[src/rtl/axi_lite_mem_slave.sv]
// AXI-Lite responder backed by a small word-addressed register memory.
// Independent AW/W acceptance, byte-strobe writes, one outstanding read and one outstanding write.
module axi_lite_mem_slave #(
  parameter int DATA_WIDTH = 32,
  parameter int ADDR_WIDTH = 8,
  parameter int RESP_WIDTH = 3,
  parameter int NUM_WORDS  = 16,
  parameter int BASE_ADDR  = 0
) (
  input  logic                    s_axi_aclk,
  input  logic                    s_axi_areset,
  input  logic [ADDR_WIDTH-1:0]   s_axi_awaddr,
  input  logic                    s_axi_awvalid,
  output logic                    s_axi_awready,
  input  logic [DATA_WIDTH-1:0]   s_axi_wdata,
  input  logic [DATA_WIDTH/8:0]   s_axi_wstrb,
  input  logic                    s_axi_wvalid,
  output logic                    s_axi_wready,
  output logic [RESP_WIDTH-1:0]   s_axi_bresp,
  output logic                    s_axi_bvalid,
  input  logic                    s_axi_bready,
  input  logic [ADDR_WIDTH-1:0]   s_axi_araddr,
  input  logic                    s_axi_arvalid,
  output logic                    s_axi_arready,
  output logic [DATA_WIDTH-1:0]   s_axi_rdata,
  output logic [RESP_WIDTH-1:0]   s_axi_rresp,
  output logic                    s_axi_rvalid,
  input  logic                    s_axi_rready
);

  localparam int NB    = DATA_WIDTH / 8;
  localparam int IDX_W = (NUM_WORDS > 1) ? $clog2(NUM_WORDS) : 1;
  localparam logic [RESP_WIDTH-1:0] RESP_OKAY   = RESP_WIDTH'(0);
  localparam logic [RESP_WIDTH-1:0] RESP_SLVERR = RESP_WIDTH'(2);

  typedef enum logic [1:0] {W_IDLE = 2'd0, W_HAVE_A = 2'd1, W_HAVE_D = 2'd2, W_RESP = 2'd3} w_state_t;
  typedef enum logic {R_IDLE = 1'b0, R_DATA = 1'b1} r_state_t;

  function automatic logic in_window(input logic [ADDR_WIDTH-1:0] a);
    logic [31:0] ax;
    ax = 32'(a);
    in_window = (ax >= 32'(BASE_ADDR)) && (ax < (32'(BASE_ADDR) + 32'(4 * NUM_WORDS)));
  endfunction

  function automatic logic [IDX_W-1:0] word_index(input logic [ADDR_WIDTH-1:0] a);
    word_index = IDX_W'((32'(a) - 32'(BASE_ADDR)) >> 2);
  endfunction

  w_state_t w_state_r, w_next_s;
  r_state_t r_state_r, r_next_s;

  logic awready_r, wready_r, bvalid_r, arready_r, rvalid_r;
  logic awready_next_s, wready_next_s, bvalid_next_s, arready_next_s, rvalid_next_s;
  logic [RESP_WIDTH-1:0] bresp_r, rresp_r;
  logic [DATA_WIDTH-1:0] rdata_r;

  logic [ADDR_WIDTH-1:0] aw_addr_r;
  logic [DATA_WIDTH-1:0] wdata_r;
  logic [NB-1:0]         wstrb_r;
  logic [DATA_WIDTH-1:0] mem_r [NUM_WORDS];

  logic aw_hs_s, w_hs_s, ar_hs_s, commit_s;
  logic [ADDR_WIDTH-1:0] c_addr_s;
  logic [DATA_WIDTH-1:0] c_data_s;
  logic [NB-1:0]         c_strb_s;
  logic                  unused_s;

  assign aw_hs_s  = s_axi_awvalid & awready_r;
  assign w_hs_s   = s_axi_wvalid & wready_r;
  assign ar_hs_s  = s_axi_arvalid & arready_r;
  assign unused_s = s_axi_wstrb[NB];

  // State and handshake-output registers; readies stay low while reset is held
  always_ff @(posedge s_axi_aclk) begin
    if (s_axi_areset) begin
      w_state_r <= W_IDLE;
      r_state_r <= R_IDLE;
      awready_r <= 1'b0;
      wready_r  <= 1'b0;
      bvalid_r  <= 1'b0;
      arready_r <= 1'b0;
      rvalid_r  <= 1'b0;
    end else begin
      w_state_r <= w_next_s;
      r_state_r <= r_next_s;
      awready_r <= awready_next_s;
      wready_r  <= wready_next_s;
      bvalid_r  <= bvalid_next_s;
      arready_r <= arready_next_s;
      rvalid_r  <= rvalid_next_s;
    end
  end

  // Next-state logic for both channels
  always_comb begin
    w_next_s = w_state_r;
    case (w_state_r)
      W_IDLE: begin
        if (aw_hs_s && w_hs_s) w_next_s = W_RESP;
        else if (aw_hs_s)      w_next_s = W_HAVE_A;
        else if (w_hs_s)       w_next_s = W_HAVE_D;
        else                   w_next_s = W_IDLE;
      end
      W_HAVE_A: if (w_hs_s)  w_next_s = W_RESP; else w_next_s = W_HAVE_A;
      W_HAVE_D: if (aw_hs_s) w_next_s = W_RESP; else w_next_s = W_HAVE_D;
      W_RESP:   if (bvalid_r && s_axi_bready) w_next_s = W_IDLE; else w_next_s = W_RESP;
      default:  w_next_s = W_IDLE;
    endcase
    r_next_s = r_state_r;
    case (r_state_r)
      R_IDLE:  if (ar_hs_s) r_next_s = R_DATA; else r_next_s = R_IDLE;
      R_DATA:  if (rvalid_r && s_axi_rready) r_next_s = R_IDLE; else r_next_s = R_DATA;
      default: r_next_s = R_IDLE;
    endcase
  end

  // Output decode from the next state so the handshake outputs are registered
  always_comb begin
    awready_next_s = 1'b0;
    wready_next_s  = 1'b0;
    bvalid_next_s  = 1'b0;
    case (w_next_s)
      W_IDLE:   begin awready_next_s = 1'b1; wready_next_s = 1'b1; end
      W_HAVE_A: wready_next_s  = 1'b1;
      W_HAVE_D: awready_next_s = 1'b1;
      W_RESP:   bvalid_next_s  = 1'b1;
      default:  bvalid_next_s  = 1'b0;
    endcase
    arready_next_s = (r_next_s == R_IDLE);
    rvalid_next_s  = (r_next_s == R_DATA);
  end

  // The commit takes whichever half was latched earlier and the other half from the bus
  always_comb begin
    commit_s = (w_state_r != W_RESP) && (w_next_s == W_RESP);
    if (w_state_r == W_HAVE_A) c_addr_s = aw_addr_r; else c_addr_s = s_axi_awaddr;
    if (w_state_r == W_HAVE_D) begin
      c_data_s = wdata_r;
      c_strb_s = wstrb_r;
    end else begin
      c_data_s = s_axi_wdata;
      c_strb_s = s_axi_wstrb[NB-1:0];
    end
  end

  // Write-side latches, memory array and write response
  always_ff @(posedge s_axi_aclk) begin
    if (s_axi_areset) begin
      aw_addr_r <= {ADDR_WIDTH{1'b0}};
      wdata_r   <= {DATA_WIDTH{1'b0}};
      wstrb_r   <= {NB{1'b0}};
      bresp_r   <= RESP_OKAY;
      for (int i = 0; i < NUM_WORDS; i++) mem_r[i] <= {DATA_WIDTH{1'b0}};
    end else begin
      if (aw_hs_s) aw_addr_r <= s_axi_awaddr;
      if (w_hs_s) begin
        wdata_r <= s_axi_wdata;
        wstrb_r <= s_axi_wstrb[NB-1:0];
      end
      if (commit_s) begin
        if (in_window(c_addr_s)) begin
          bresp_r <= RESP_OKAY;
          for (int b = 0; b < NB; b++)
            if (c_strb_s[b]) mem_r[word_index(c_addr_s)][8*b +: 8] <= c_data_s[8*b +: 8];
        end else begin
          bresp_r <= RESP_SLVERR;
        end
      end
    end
  end

  // Read payload; sampling the array here returns the pre-write word on a same-edge commit
  always_ff @(posedge s_axi_aclk) begin
    if (s_axi_areset) begin
      rdata_r <= {DATA_WIDTH{1'b0}};
      rresp_r <= RESP_OKAY;
    end else if (ar_hs_s) begin
      if (in_window(s_axi_araddr)) begin
        rdata_r <= mem_r[word_index(s_axi_araddr)];
        rresp_r <= RESP_OKAY;
      end else begin
        rdata_r <= {DATA_WIDTH{1'b0}};
        rresp_r <= RESP_SLVERR;
      end
    end else begin
      rdata_r <= rdata_r;
      rresp_r <= rresp_r;
    end
  end

  assign s_axi_awready = awready_r;
  assign s_axi_wready  = wready_r;
  assign s_axi_bvalid  = bvalid_r;
  assign s_axi_bresp   = bresp_r;
  assign s_axi_arready = arready_r;
  assign s_axi_rvalid  = rvalid_r;
  assign s_axi_rdata   = rdata_r;
  assign s_axi_rresp   = rresp_r;

endmodule

[config.mk]
export PLATFORM = sky130hd
export DESIGN_NAME = axi_lite_mem_slave
export DESIGN_NICKNAME = d
export VERILOG_FILES = /design/src/rtl/axi_lite_mem_slave.sv
export SDC_FILE = /design/constraint.sdc
export NUM_CORES = 1
export LEC_CHECK = 0
export ABC_AREA = 0
export BUFFER_PORTS_ARGS = -buffer_cell sky130_fd_sc_hd__buf_2
export CELL_PAD_IN_SITES_DETAIL_PLACEMENT = 1
export CELL_PAD_IN_SITES_GLOBAL_PLACEMENT = 2
export CORE_UTILIZATION = 40
export CTS_CLUSTER_DIAMETER = 50
export DETAILED_ROUTE_END_ITERATION = 10
export PLACE_DENSITY_LB_ADDON = 0.1
export SYNTH_ARGS = -nofsm -noshare
export SYNTH_HDL_FRONTEND = slang
export SYNTH_SLANG_ARGS = --single-unit
[constraint.sdc]
create_clock -name s_axi_aclk -period 5.3 [get_ports s_axi_aclk]
set_clock_uncertainty 0.2 [all_clocks]
set_input_delay 0.265 -clock s_axi_aclk [delete_from_list [all_inputs] [get_ports s_axi_aclk]]
set_output_delay 0.265 -clock s_axi_aclk [all_outputs]
set_load 0.005 [all_outputs]
Word-level counts from Yosys, hierarchy flattened:

Memories as Yosys holds them, arrays and structs flattened.
Cells that the tools add are included.

* ROM bits: 0
* memories: 1
* bits in latches: 0
* RAM bits: 512
* output and inout bits: 43
* flip-flop bits (word level): 89
* word-level logic and storage cells: 80
* bits of input ports: 60

* mux-type cells: 44
* divide/modulo/power cells: 0
* add/sub/neg operators: 0
* bitwise operators: 5
* shifts and indexed selects: 0
* eq/ne operators: 7
* magnitude comparators: 2
* reductions and logical operators: 9
* multiply operators: 0

Memory list
* mem_r: words 16, width 32, rd ports 1, clocked after memory_dff 0, wr ports 16, RTL line 60 `logic [DATA_WIDTH-1:0] mem_r [NUM_WORDS];`

Operators by type and width (number)
* $mux 32: 3
* $reduce_or 32->1: 1
* $mux 1: 28
* $lt 8x7->1 const B: 2
* $mux 2: 7
* $mux 4: 3
* $eq 2x2->1 const B: 4
* $mux 8: 1
* $pmux 2 s4: 1
* $eq 2x1->1 const B: 2
* $logic_and 1x1->1: 4
* $logic_not 2->1: 2
* $reduce_or 2->1: 2
* $and 1x1->1: 3
* $ne 2x2->1 const B: 1
* $not 1->1: 2
* $pmux 1 s2: 1

Depth between registers and ports, before layout:

* depth after elaboration: 12
* gate-level depth with buffers: 8
* depth with buffers taken out: 4

Least setup slack after synthesis:

No wires, ideal clock.

* kind: register -> register
* start point: register awready_r, in the netlist s_axi_awready
* end point: memory mem_r[4][10], enable pin
* required time: 4.725 ns
* setup time: 0.375 ns
* data arrival time: 2.175 ns
* setup slack: 2.550 ns
* stages on the path, launching flop included: 8
* cell sequence: dfxtp_1 clkbuf_2 a21oi_1 a2111oi_4 buf_4 nand2_1 buf_2 o21bai_1

RTL lines
* start: declaration: RTL line 52 `logic awready_r, wready_r, bvalid_r, arready_r, rvalid_r;`
* start signal: assignment: RTL line 86 `awready_r <= awready_next_s;`
* end: declaration: RTL line 60

==> results.py <==
metrics = {
    "status": {
        "status": "finished, final reports clean",
    },
    "floorplan": {
        "chipHeight_um": 260,
        "initial_core_util_pct": 40.5,
        "ioPinCount": 103,
        "dieArea_um2": 67600,
        "coreArea_um2": 65700,
        "placementRows": 94,
        "die_w_um": 260,
    },
    "worst_setup_path": {
        "critPathArrivalTime_ns": 3.94,
        "path_class": "reg2reg",
        "end_kind": "flip-flop",
        "reg2reg_depth": 6,
        "path_cells": "nor2b_1 > o31ai_4 > buf_4 > nand3_4 > buf_12 > o21bai_1",
        "cp_data_required_time_ns": 5.32,
        "crit_family": "compound AO/OA/AOI/OAI gates",
        "r2r-end": "mem_r[2][24]",
        "startpoint_type": "flip-flop",
        "rrSetupSlack_ns": 1.37,
        "crit_buf_inv": 2,
        "cpMaxStageDelayCell": "o21bai_1",
        "crit_fanout": 81,
        "r2r_start": "w_state_r[1]",
        "crit_path_max_incr_delay_ns": 0.83,
    },
    "yosys": {
        "syn_avg_cell_area_um2": 13.5,
        "synth.largest_area_cell": "edfxtp_1",
        "syn_area_um2": 26600,
        "synth_top_family_by_area": "simple AND/OR/NAND/NOR gates",
        "synth_cell_type_count": 43,
        "synth-edff-count": 512,
        "synthSimpleGateAreaFrac_pct": 13.6,
        "yosys-mux-area-fraction_pct": 13.3,
        "synth_top_area_share_pct": 57.8,
        "syn_inst": 1965,
        "synth_flop_cell": "edfxtp_1",
        "yosysSeqAreaShare_pct": 64.0,
        "synth-compound-area-share_pct": 5.66,
        "synthAdderAreaFrac_pct": 0,
        "synth_seq_cells": 595,
        "async_flop_share_pct": 0,
        "yosys_warnings": 0,
        "synth_xor_area_share_pct": 0,
        "synth_area_leaders": "edfxtp_1, nor3_1, mux4_2",
    },
    "timing": {
        "tns_ns": 0,
        "setup_viol": 0,
        "finalCritPeriodShare_pct": 74.1,
        "hold_ws_ns": 0.0341,
        "rsz0062_at_grt": "no",
        "min_period_ns": 3.93,
        "slew_headroom_pct": 12.3,
        "max_freq_mhz": 255,
        "drv_slew": 0,
        "fin_ws_ns": 1.37,
        "tightest_slew_ns": 1.29,
        "finalHoldViolations": 0,
    },
    "clock_tree": {
        "cts.sinks": 595,
        "cts_setup_buffers": 0,
        "cts_buffers": 78,
        "clk_path_buf_depth": 3,
        "path_clk_slew_ns": 0.06,
        "clock_tree.root_cell": "clkbuf_16",
        "cts_tree": "yes",
        "clk_latency_ns": 0.62,
        "cts.htree.levels": 3,
    },
    "layout": {
        "fillers": 6534,
        "syn_to_final_growth_pct": 17.7,
        "final_nets": 2137,
        "layout.cells.non_filler": 3008,
        "fin_area_um2": 31300,
        "drive_above_1_share_pct": 21.3,
        "regArea_um2": 17000,
        "final_util_pct": 47.6,
        "multiInputGateArea_um2": 8820,
    },
    "place": {
        "place_ws_ns": 1.44,
        "placed_area_um2": 28100,
        "gp_congestion": 0.748,
        "dpl.cell_count": 2800,
        "portBuffers": 93,
        "hpwlAfterDp_mm": 48.9,
    },
    "power_and_ir_drop": {
        "total_power_mw": 11.6,
        "power_per_cell_area_nw_per_um2": 371,
        "ir_worst_vdd_v": 0.000222,
        "p_leak_nw": 10.5,
    },
    "routing": {
        "first_pass_iters": 5,
        "drc_errors": 0,
        "routed_wl_mm": 79.7,
        "vias_per_cell": 5.87,
        "drt_iter0_drc": 1273,
        "via_count": 17700,
        "drtAntennaViolNets": 0,
        "avgRoutedWirePerCell_um": 26.5,
    },
    "min_path": {
        "hold_end": "wdata_r[29]",
        "worstHoldStart": "s_axi_areset",
        "min_path_cells": 2,
        "min_path_type": "in2reg",
    },
    "global_routing": {
        "grt_pass1_wl_mm": 119,
        "antenna_found_initial": 7,
        "grt_max_degree": 82,
        "grt_use_total_pct": 23.9,
        "grt_pass1_vias": 18800,
        "overflow": 0,
    },
    "flow_run": {
        "drv_cap": 0,
    },
}
## layout make-up
class                           count  area share [%]
Sequential cell                   595            54.4
Multi-Input combinational cell   1162            28.1
Clock buffer                      101            6.90
Timing Repair Buffer              237            5.56
Tap cell                          864            3.45
Clock inverter                     45            1.51
Inverter                            3          0.0359
Antenna cell                        1         0.00799
## how the worst max path moves through the flow
| stage | cells past startpoint | slack, ns | startpoint | end |
|---|---|---|---|---|
| after floorplan | 7 | 2.55 | s_axi_awready | mem_r[4][10] |
| after global placement | 6 | 1.51 | w_state_r[1] | mem_r[1][2] |
| after detailed placement | 6 | 1.44 | w_state_r[1] | mem_r[13][14] |
| after CTS | 6 | 1.39 | w_state_r[1] | mem_r[9][5] |
| after global routing | 6 | 1.22 | w_state_r[1] | mem_r[13][11] |
| final | 6 | 1.37 | w_state_r[1] | mem_r[2][24] |
## cell usage after synthesis, types with 2 or more instances
library cell / instances
nor3_1: 516
edfxtp_1: 512
clkbuf_1: 143
mux2i_1: 133
nand2_1: 100
mux4_2: 96
dfxtp_1: 83
o21bai_1: 64
a21oi_1: 46
buf_2: 36
nand2b_1: 34
a22oi_1: 32
a32oi_1: 32
o21ai_0: 32
nand3_2: 18
buf_1: 17
buf_4: 10
nand3_1: 9
nor2_1: 6
mux2_2: 5
nand2_2: 5
nor2b_1: 4
inv_1: 3
nand4bb_1: 3
o31ai_1: 3
or4b_1: 3
a31o_2: 2
nand4_1: 2
nor4bb_1: 2
## power breakdown
part	total (mW)	internal (mW)	switching [mW]	leakage, nW
clock network	5.35	3.25	2.09	1.27
logic	0.969	0.315	0.655	3.26
registers	5.29	5.23	0.0634	5.96
## state kept, by name (all words and copies together) (netlist names)
signal and count:
s_axi_rdata 32, s_axi_bresp 1, s_axi_arready 1, s_axi_bvalid 1, s_axi_wready 1, s_axi_rvalid 1
wstrb_r 4, aw_addr_r 6, s_axi_rresp 1, wdata_r 32, mem_r 512, s_axi_awready 1
w_state_r 2
## what timing repair did
item / CTS / global route
endpoints found under the hold margin: 49 / 0
hold buffers: 61 / 0
gates resized for setup: 0 / 0
## placed cells by master, fill, tap and decap left out, types with 13 or more instances in the layout
cell	count
dlygate4sd3_1	61
nand2b_1	33
o21ai_0	32
a32oi_1	32
buf_2	89
nand2_1	99
a22oi_1	32
o21bai_1	64
mux4_2	96
clkbuf_1	14
a21oi_1	45
mux2i_1	120
edfxtp_1	512
nor3_1	516
mux2i_2	13
buf_4	83
clkbuf_16	81
nand3_2	16
dfxtp_1	83
## cells by family (layout without fill, tap and decap cells)
kind of cell,after synthesis,after routing
buf+inv,211,386
flops,595,595
compound gates,216,216
mux,234,234
other cells,1,5
simple gates,708,708
## layer usage
| layer | GRT usage (%) | part of all wire (%) |
|---|---|---|
| met4 | 7.39 | 2.3 |
| met5 | 0 | 0.075 |
| met1 | 32.9 | 45 |
| met3 | 3.65 | 4.8 |
| met2 | 39.1 | 48 |
## worst register-to-register path, stage by stage, from the launching register on
cell      delay (ns)
dfxtp_1         0.69
nor2b_1         0.31
o31ai_4         0.66
buf_4           0.39
nand3_4         0.11
buf_12          0.20
o21bai_1        0.98
(Power assumes the default switching activity.)
